===== src/rtl/mux_rr_reg.sv =====
// N-channel registered data mux with valid/ready handshakes; directed or round-robin selection.
// Optional burst lock in round-robin mode is enabled by defining MUX_RR_LOCK_EN (adds port `lock`).

module mux_rr_lane #(
    parameter int WIDTH = 8,
    parameter int SEL_W = 2,
    parameter int IDX   = 0
) (
    input  logic             rst,
    input  logic             load_en,
    input  logic             gvalid,
    input  logic [SEL_W-1:0] gidx,
    input  logic [WIDTH-1:0] data,
    output logic             ready,
    output logic [WIDTH-1:0] dsel
);
    localparam logic [SEL_W-1:0] ID = IDX[SEL_W-1:0];

    logic hit;

    assign hit   = gvalid && (gidx == ID);
    assign ready = hit & load_en & !rst;
    assign dsel  = hit ? data : '0;
endmodule

module mux_rr_reg #(
    parameter int WIDTH  = 8,
    parameter int NUM_CH = 4,
    parameter int SEL_W  = 2
) (
    input  logic                    clk,
    input  logic                    rst,
`ifdef MUX_RR_LOCK_EN
    input  logic                    lock,
`endif
    input  logic                    mode,
    input  logic [SEL_W-1:0]        sel,
    input  logic [NUM_CH*WIDTH-1:0] in_data,
    input  logic [NUM_CH-1:0]       in_valid,
    output logic [NUM_CH-1:0]       in_ready,
    output logic [WIDTH-1:0]        out_data,
    output logic                    out_valid,
    input  logic                    out_ready,
    output logic [SEL_W-1:0]        out_ch
);
    localparam int               NPAD     = 2 ** SEL_W;
    localparam logic [SEL_W:0]   NCH      = (SEL_W + 1)'(NUM_CH);
    localparam logic [SEL_W-1:0] LAST_RST = SEL_W'(NUM_CH - 1);

    generate
        if (SEL_W != $clog2(NUM_CH) || NUM_CH < 2 || NUM_CH > 16) begin : g_bad_cfg
            $error("mux_rr_reg: NUM_CH must be 2..16 and SEL_W must equal clog2(NUM_CH)");
        end
    endgenerate

    logic [SEL_W-1:0]             last;
    logic [NPAD-1:0]              vpad;
    logic                         gvalid;
    logic [SEL_W-1:0]             gidx;
    logic [SEL_W:0]               idx;
    logic                         load_en;
    logic                         xfer;
    logic [NUM_CH-1:0][WIDTH-1:0] lane_d;
    logic [WIDTH-1:0]             mux_d;

    // Zero-padded valid vector: out-of-range sel/index reads as "not valid".
    assign vpad    = NPAD'(in_valid);
    assign load_en = !out_valid | out_ready;
    assign xfer    = |in_ready;

    always_comb begin
        gvalid = 1'b0;
        gidx   = '0;
        idx    = '0;
        if (!mode) begin
            gvalid = vpad[sel];
            gidx   = sel;
        end else begin
            // Rotating search starting just after the last round-robin winner.
            for (int k = 0; k < NUM_CH; k++) begin
                idx = {1'b0, last} + (SEL_W + 1)'(k + 1);
                if (idx >= NCH) idx = idx - NCH;
                if (!gvalid && vpad[idx[SEL_W-1:0]]) begin
                    gvalid = 1'b1;
                    gidx   = idx[SEL_W-1:0];
                end
            end
`ifdef MUX_RR_LOCK_EN
            if (lock && vpad[last]) begin
                gvalid = 1'b1;
                gidx   = last;
            end
`endif
        end
    end

    genvar gi;
    generate
        for (gi = 0; gi < NUM_CH; gi++) begin : g_lane
            mux_rr_lane #(
                .WIDTH (WIDTH),
                .SEL_W (SEL_W),
                .IDX   (gi)
            ) u_lane (
                .rst     (rst),
                .load_en (load_en),
                .gvalid  (gvalid),
                .gidx    (gidx),
                .data    (in_data[gi*WIDTH +: WIDTH]),
                .ready   (in_ready[gi]),
                .dsel    (lane_d[gi])
            );
        end
    endgenerate

    always_comb begin
        mux_d = '0;
        for (int i = 0; i < NUM_CH; i++) mux_d = mux_d | lane_d[i];
    end

    always_ff @(posedge clk) begin
        if (rst) begin
            out_valid <= 1'b0;
            out_data  <= '0;
            out_ch    <= '0;
            last      <= LAST_RST;
        end else if (xfer) begin
            out_data  <= mux_d;
            out_ch    <= gidx;
            out_valid <= 1'b1;
            if (mode) last <= gidx;
        end else if (out_ready) begin
            out_valid <= 1'b0;
        end
    end
endmodule


===== config.mk =====
export PLATFORM = sky130hd
export DESIGN_NAME = mux_rr_reg
export DESIGN_NICKNAME = d
export VERILOG_FILES = /design/src/rtl/mux_rr_reg.sv
export SDC_FILE = /design/constraint.sdc
export NUM_CORES = 1
export LEC_CHECK = 0
export ABC_CLOCK_PERIOD_IN_PS = 4670
export BUFFER_PORTS_ARGS = -buffer_cell sky130_fd_sc_hd__buf_2
export CELL_PAD_IN_SITES_DETAIL_PLACEMENT = 1
export CELL_PAD_IN_SITES_GLOBAL_PLACEMENT = 2
export CORE_MARGIN = 4
export CORE_UTILIZATION = 26
export DETAILED_ROUTE_END_ITERATION = 8
export PLACE_DENSITY_LB_ADDON = 0.1
export SYNTH_ARGS = -nofsm -noshare
export SYNTH_HDL_FRONTEND = slang
export SYNTH_SLANG_ARGS = --single-unit
export TNS_END_PERCENT = 50

===== constraint.sdc =====
create_clock -name clk -period 4.67 [get_ports clk]
set_clock_uncertainty 0.2 [all_clocks]
set_input_delay 0.2335 -clock clk [delete_from_list [all_inputs] [get_ports clk]]
set_output_delay 0.2335 -clock clk [all_outputs]
set_load 0.1 [all_outputs]

After elaboration in Yosys (flattened, before gate mapping)
Cells that the tools add are included.
- logic and storage cells: 89
- bits of input ports: 42
- output and inout port bits: 15
- flip-flop bits (word level): 13
- mux-type cells: 37
- bitwise operators: 12
- equal/unequal tests: 3
- $add $sub $neg: 8
- reductions and logical operators: 16
- order comparisons: 9
- operator list (operator ; count):
    $mux 8 ; 4
    $mux 2 ; 13
    $or 8x8->8 ; 3
    $lt 2x3->1 const B ; 5
    $mux 1 ; 15
    $ge 3x3->1 const B ; 4
    $bmux 1 s2 ; 5
    $and 1x1->1 ; 8
    $sub 2x1->2 const B ; 4
    $logic_and 1x1->1 ; 7
    $add 2x2->3 const B ; 2
    $logic_not 1->1 ; 5
    $eq 2x2->1 const B ; 2
    $reduce_or 4->1 ; 1
    $add 2x1->3 const B ; 1
    $add 2x3->3 const B ; 1
    $eq 2x1->1 const B ; 1
    $logic_not 2->1 ; 1
    $reduce_and 2->1 ; 1
    $reduce_bool 2->1 ; 1
    $or 1x1->1 ; 1

Logic depth before layout (Yosys ltp)
Gate-level depths: netlist (run 1).
- word-level depth: 26
- mapped depth: 8
- mapped depth without buffers: 5

Cells and area by module
A second synthesis (run 1) with hierarchy kept.
- cells, all modules: 130
- area, all modules: 1081.0 um^2
- modules (own cells, without submodules) (module ; area an instance (um^2) ; times used ; cells an instance ; seq. area each (um^2)):
    mux_rr_reg ; 744.5 ; 1 ; 87 ; 260.2
    mux_rr_lane (g_lane[1].u_lane ...) ; 86.3 ; 2 ; 11 ; 0.0
    mux_rr_lane (g_lane[0].u_lane) ; 87.6 ; 1 ; 10 ; 0.0
    mux_rr_lane (g_lane[3].u_lane) ; 76.3 ; 1 ; 11 ; 0.0

Least setup slack after synthesis (run 1)
OpenSTA, ideal clock, no wires.
- path kind: reg-to-output
- start point: reg out_valid
- end point: out in_ready[0]
- buffers on the path: 2
- cell stages (with the launch flop): 6
- required time: 4.237 ns
- path slack: 2.211 ns
- arrival time: 2.026 ns
- path through: dfxtp_1 -> nand2b_1 -> or3b_2 -> clkbuf_1 -> nor3_1 -> buf_4
- longest elaborated chain between the ends: 4
- RTL lines (element ; line ; text):
    from (decl) ; 42 ; output logic out_valid,
    from (signal assigned) ; 123 ; out_valid <= 1'b0;
    from (signal assigned) ; 130 ; out_valid <= 1'b1;
    from (signal assigned) ; 133 ; out_valid <= 1'b0;
    $logic_not 1->1 ; 68 ; assign load_en = !out_valid | out_ready;
    $or 1x1->1 ; 68 ;
    $and 1x1->1 (2 in a row) ; 22 ; assign ready = hit & load_en & !rst;
    to (decl) ; 40 ; output logic [NUM_CH-1:0] in_ready,
Every way passes these cells.

Worst setup path in the final report (run 1)
- start point: reg last[0]
- end point: out in_ready[2]
- longest elaborated chain between the ends: 24
- elaborated cells on any way between the ends: 51
- those cells by class: add/sub: 8; order compare: 4; eq/ne: 1; mux: 29; bitwise: 2; reduce/logical: 7
- RTL lines (element ; line ; text):
    from (decl) ; 56 ; logic [SEL_W-1:0] last;
    from (signal assigned) ; 131 ; if (mode) last <= gidx;
    $add 2x1->3 ; 81 ; idx = {1'b0, last} + (SEL_W + 1)'(k + 1);
    $ge 3x3->1 / $sub 2x1->2 (equally long branches) ; 82 ; if (idx >= NCH) idx = idx - NCH;
    $mux 2 ; 82 ;
    $mux 2 ; 75 ; if (!mode) begin
    $bmux 1 s2 ; 83 ; if (!gvalid && vpad[idx[SEL_W-1:0]]) begin
    $mux 1 (not written as such) ; 83 ;
    $mux 1 ; 83 ;
    $mux 1 ; 75 ;
    [... 7 more ...] ; -- ;
    $mux 1 ; 75 ;
    $logic_not 1->1 ; 83 ;
    $logic_and 1x1->1 ; 83 ;
    $mux 2 ; 83 ;
    $mux 2 ; 75 ;
    $eq 2x2->1 ; 21 ; assign hit = gvalid && (gidx == ID);
    $logic_and 1x1->1 (*) ; 21 ;
    $and 1x1->1 (*) (2 in a row) ; 22 ;
Every way passes the cells marked *; elsewhere a longest branch is shown, timed or not. The select of a mux whose other input is x is not followed.

==> results of run 1 <==
cell families after synthesis:
group           after synthesis  share of synthesized area (%)
flops                        13                           20.5
buf+inv                      39                           14.8
compound gates               54                           33.7
mux                           1                           1.77
simple gates                 67                           29.2
registers in the layout, summed over array words and instances (netlist names):
name,count
out_valid,1
out_data,8
out_ch,2
last,2
worst paths after layout:
check | endpoint | slack, ns | from
min reg2reg | out_ch[1] | 0.25 | out_ch[1]
max reg2reg | out_data[4] | 2.08 | last[0]
min | out_valid | 0.005 | rst
max | in_ready[2] | 1.40 | last[0]
layout by cell type (no fill, tap or decap), types with 2 or more instances in the layout:
cell	instances
nor2_1	4
inv_1	17
a21oi_1	4
nor2b_1	5
a32oi_1	8
nand3_1	8
clkbuf_8	3
nand2_1	13
nand2b_1	3
nand4_1	8
a21o_1	2
a211oi_2	2
nor3_1	4
nor4_1	8
buf_2	56
a221oi_1	8
a211oi_1	14
and2_1	8
o31ai_1	8
dfxtp_1	13
power by group through the flow:
stage | clock, W | sequential (W) | combinational [W]
after floorplan | 0 | 0.000220 | 0.000105
after CTS | 0.000106 | 0.000133 | 0.000238
after global routing | 0.000114 | 0.000135 | 0.000251
after detailed placement | 0 | 0.000135 | 0.000237
final | 0.000102 | 0.000133 | 0.000236
after global placement | 0 | 0.000135 | 0.000235
routing by layer:
metal	vias to the layer above	GRT usage (%)	routed length, um
met1	680	16.8	1890
met5	-	0	0
met3	2	3.13	206
met2	40	25.3	2140
met4	0	2.10	22
li1	733	-	-
area by class of cell:
cell class,instances,area (um2)
Fill cell,599,3160
Timing Repair Buffer,57,288
Tap cell,67,83.8
Sequential cell,13,260
Inverter,18,67.6
Clock buffer,4,45.0
Multi-Input combinational cell,122,823
metrics by stage:
stage / setup slack (ns) / cells / cell area (um2)
3_3_place_gp: 1.73 / 277 / 1520
2_1_floorplan: 2.21 / 174 / 1270
3_5_place_dp: 1.66 / 277 / 1520
5_1_grt: 1.22 / 281 / 1570
6_report: 1.40 / 281 / 1570
4_1_cts: 1.42 / 281 / 1570
Yosys cell counts (5+ instances only):
| cell | number | area share [%] |
|---|---|---|
| clkbuf_1 | 10 | 3.0 |
| dfxtp_1 | 13 | 20 |
| a32oi_1 | 8 | 5.5 |
| a211oi_1 | 14 | 8.3 |
| nor4_1 | 8 | 3.9 |
| inv_1 | 17 | 5.0 |
| nand4_1 | 8 | 3.9 |
| and2_1 | 8 | 3.9 |
| o31ai_1 | 8 | 4.7 |
| nand2_1 | 13 | 3.8 |
| nor2b_1 | 5 | 2.5 |
| nand3_1 | 8 | 3.1 |
| a221oi_1 | 8 | 5.5 |
==> flow_metrics.py, run 1 <==
metrics = {
    "run_status": {
        "status": "finished, final reports clean",
    },
    "worst_setup_path": {
        "crit_arrival_ns": 2.84,
        "cp_top_family": "compound AO/OA/AOI/OAI gates",
        "worst_setup_path_end_kind": "primary output",
        "crit_cells": 6,
        "crit_required_ns": 4.24,
        "worstRegToRegCells": 5,
        "crit_path_frequent_cell": "a21o_1",
        "critPathKind": "reg2out",
        "worst-path-buf-inv": 1,
        "critPathMaxFanout": 18,
        "setup.worst_path.start_class": "flop",
        "cpMaxStageDelayCell": "nor2b_1",
        "crit_chain": "nor2b_1 -> a21o_1 -> a21o_1 -> nand2b_1 -> nor2_1 -> buf_2",
        "cpPeakStageDelay_ns": 0.60,
    },
    "pwr": {
        "pwr-share-seq_pct": 28.2,
        "p_per_area_nw_per_um2": 300,
        "pwr-share-clk_pct": 21.7,
        "power_leakage_nw": 0.723,
        "ir_drop_mv": 0.137,
        "switchingPower_w": 0.000226,
        "internal-power_w": 0.000244,
        "p_comb_share_pct": 50.1,
        "power_w": 0.000470,
        "switching_share_pct": 48.1,
    },
    "synth": {
        "synth_edf_count": 0,
        "synth_cells": 174,
        "ys_types": 38,
        "seq_area_frac_synth_pct": 20.5,
        "avgSynthCellArea_um2": 7.31,
        "synth_seq_cells": 13,
        "syn_nets": 216,
        "synth_ff_type": "dfxtp_1",
        "syn_area_um2": 1270,
        "synth_warnings": 0,
        "async_reset_ff_share_pct": 0,
    },
    "global_routing": {
        "grt_pass1_vias": 1508,
        "grt_max_degree": 26,
        "grtUsageTotal_pct": 13.9,
        "grt-ovfl-total": 0,
        "antenna_found_initial": 0,
        "grt_pass1_wl_mm": 6.87,
    },
    "timing": {
        "period_needed_ns": 3.27,
        "clock.fmax_ghz": 0.306,
        "worst_hold_slack_ns": 0.00460,
        "finalSetupTns_ns": 0,
        "drv_slew": 0,
        "tightest_slew_ns": 0.810,
        "finalHoldViolCount": 0,
        "rsz0062_at_grt": "false",
        "period_share_pct": 70.0,
        "setup_viol": 0,
        "slew_headroom_pct": 45.7,
    },
    "die": {
        "die_y_um": 78.0,
        "die_width_um": 78.0,
        "die_area_um2": 6080,
        "start_util_pct": 26.9,
        "num_rows": 25,
        "coreArea_um2": 4720,
        "num_io_pins": 57,
    },
    "clock_tree": {
        "clkTransAtPathRegs_ns": 0.06,
        "cts_hold_buf": 0,
        "cts_buffer_depth": 2,
        "htree_levels": 1,
        "cts.sinks": 13,
        "clk_latency_ns": 0.24,
        "cts_buffers": 3,
        "cts_root_buf": "clkbuf_8",
        "cts_setup_buffers": 0,
        "post_cts_resized": 0,
        "cts_tree": "yes",
    },
    "drt": {
        "detail-route-antenna-nets": 0,
        "drt_iter0_markers": 57,
        "wl_per_cell_um": 15.2,
        "routed-via-count": 1455,
        "totalWireLength_mm": 4.26,
        "first_pass_iters": 4,
        "via_per_inst": 5.18,
        "drc": 0,
    },
    "run": {
        "drv_cap": 0,
    },
    "cells_and_area": {
        "area_delta_synth_final_pct": 23.2,
        "nets": 257,
        "post-route-util_pct": 33.2,
        "drive_gt1_share_pct": 31.3,
        "diodes": 0,
    },
    "place": {
        "routabilityCongestion": 0.777,
        "io_buffers": 56,
        "dp_hpwl_mm": 3.41,
    },
    "hold_path": {
        "hp-class": "in2reg",
        "hold_depth": 2,
    },
}
Note: power is estimated with default switching activity, not from simulation.
==> run 2, diff against run 1 <==
ABC_CLOCK_PERIOD_IN_PS = 3400   (was 4670)
CORE_UTILIZATION = 24   (was 26)
clock period = 3.4 ns   (was 4.67 ns; I/O delays follow)
==> flow_metrics.py, run 2 (synthesized netlist as in run 1, its figures left out) <==
metrics = {
    "run_status": {
        "status": "finished, final reports clean",
    },
    "clock_tree": {
        "cts_setup_buffers": 0,
        "cts_root_buf": "clkbuf_8",
        "cts_buffer_depth": 2,
        "post_cts_resized": 0,
        "htree_levels": 1,
        "cts_buffers": 3,
        "cts.sinks": 13,
        "clkTransAtPathRegs_ns": 0.06,
        "cts_hold_buf": 1,
        "cts_tree": "yes",
        "clk_latency_ns": 0.24,
    },
    "pwr": {
        "pwr-share-seq_pct": 28.0,
        "power_leakage_nw": 0.742,
        "ir_drop_mv": 0.142,
        "power_w": 0.000653,
        "pwr-share-clk_pct": 21.3,
        "p_per_area_nw_per_um2": 407,
        "switchingPower_w": 0.000313,
        "internal-power_w": 0.000340,
        "switching_share_pct": 47.9,
        "p_comb_share_pct": 50.8,
    },
    "timing": {
        "slew_headroom_pct": 52.2,
        "clock.fmax_ghz": 0.342,
        "drv_slew": 0,
        "tightest_slew_ns": 0.716,
        "period_share_pct": 85.9,
        "finalHoldViolCount": 0,
        "finalSetupTns_ns": 0,
        "rsz0062_at_grt": "false",
        "period_needed_ns": 2.92,
        "setup_viol": 0,
    },
    "cells_and_area": {
        "regMostFlops": "out_data",
        "fillerInstances": 676,
        "largest_register_ffs": 8,
        "post-route-util_pct": 31.4,
        "final_common_cell": "buf_2",
        "stdcell_count": 288,
        "area_delta_synth_final_pct": 26.1,
        "layout_common_cells": "buf_2, inv_1, a211oi_1, nand2_1, dfxtp_1",
        "diodes": 0,
        "top_regs": "out_data: 8 flops, last: 2 flops, out_ch: 2 flops",
        "nets": 261,
        "drive_gt1_share_pct": 32.1,
    },
    "worst_setup_path": {
        "crit_chain": "or3b_1 -> and2_4 -> a21o_1 -> nor3_1 -> buf_2",
        "cpPeakStageDelay_ns": 0.63,
        "cpMaxStageDelayCell": "or3b_1",
        "critPathMaxFanout": 17,
        "crit_arrival_ns": 2.55,
        "worst_setup_path_end_kind": "primary output",
        "setup.worst_path.start_class": "flop",
        "critPathKind": "reg2out",
        "reg2reg_slack_ns": 1.03,
        "crit_required_ns": 3.03,
    },
    "drt": {
        "drc": 0,
        "routed-via-count": 1488,
        "detail-route-antenna-nets": 0,
        "first_pass_iters": 4,
        "totalWireLength_mm": 4.48,
        "drt_iter0_markers": 52,
        "wl_per_cell_um": 15.6,
        "via_per_inst": 5.17,
    },
    "global_routing": {
        "grt-ovfl-total": 0,
        "grt_pass1_vias": 1554,
        "grt_pass1_wl_mm": 7.22,
        "antenna_found_initial": 0,
        "grtUsageTotal_pct": 13.9,
        "grt_max_degree": 25,
    },
    "hold_path": {
        "hp-class": "in2reg",
    },
    "die": {
        "num_io_pins": 57,
        "die_area_um2": 6530,
        "coreArea_um2": 5110,
        "die_y_um": 80.8,
        "num_rows": 26,
        "die_width_um": 80.8,
        "start_util_pct": 24.9,
    },
    "place": {
        "io_buffers": 56,
        "dp_hpwl_mm": 3.63,
        "routabilityCongestion": 0.814,
        "dpl.cell_count": 283,
    },
    "run": {
        "drv_cap": 0,
    },
}
run 2: cell count changes in the layout (fill, tap and decap cells not counted), sizes merged:
cell and change:
dlygate4sd3 +1, buf +3
run 2: critical path: cells and delay by family (launching register included):
family / cells / cell delay [ns]
AND/OR/NAND/NOR: 3 / 1.19
buffers and inverters: 1 / 0.46
flip-flops: 1 / 0.34
AO/OA/AOI/OAI: 1 / 0.32
run 2: path summary, 6_finish.rpt:
kind	from	endpoint	depth (start not counted)
worst max-delay path	last[1]	in_ready[0]	5
worst min-delay path	in_data[28]	out_data[4]	3
worst max register to register	last[1]	out_data[7]	5
worst min register to register	out_ch[1]	out_ch[1]	2
run 2: area by class of cell:
type                            count  area, um2  area share (%)
Inverter                           18       67.6            4.21
Clock buffer                        4       45.0            2.81
Sequential cell                    13        260            16.2
Multi-Input combinational cell    122        823            51.3
Timing Repair Buffer               61        320            20.0
Tap cell                           70       87.6            5.46
run 2: per-layer routing:
layer	track usage, %	part of all wire (%)	up-vias
met4	3.04	1.0	0
met1	17.8	45	699
met3	2.66	5.1	5
met5	0	0	-
met2	24.2	49	42
li1	-	-	742
run 2: power groups by stage:
stage | Sequential (W) | Clock (W) | Combinational, W
6_report | 0.000183 | 0.000139 | 0.000332
5_1_grt | 0.000185 | 0.000152 | 0.000355
4_1_cts | 0.000183 | 0.000145 | 0.000335
3_5_place_dp | 0.000186 | 0 | 0.000333
3_3_place_gp | 0.000185 | 0 | 0.000330
2_1_floorplan | 0.000302 | 0 | 0.000144
run 2: through the flow:
stage / instance area (um2) / hold WS [ns] / setup slack, ns
after CTS: 1600 / 0.102 / 0.477
after global routing: 1600 / 0.116 / 0.261
final: 1600 / 0.102 / 0.478
after floorplan: 1270 / 0.0391 / 1.00
after detailed placement: 1550 / 0.208 / 0.752
after global placement: 1550 / 0.207 / 0.803
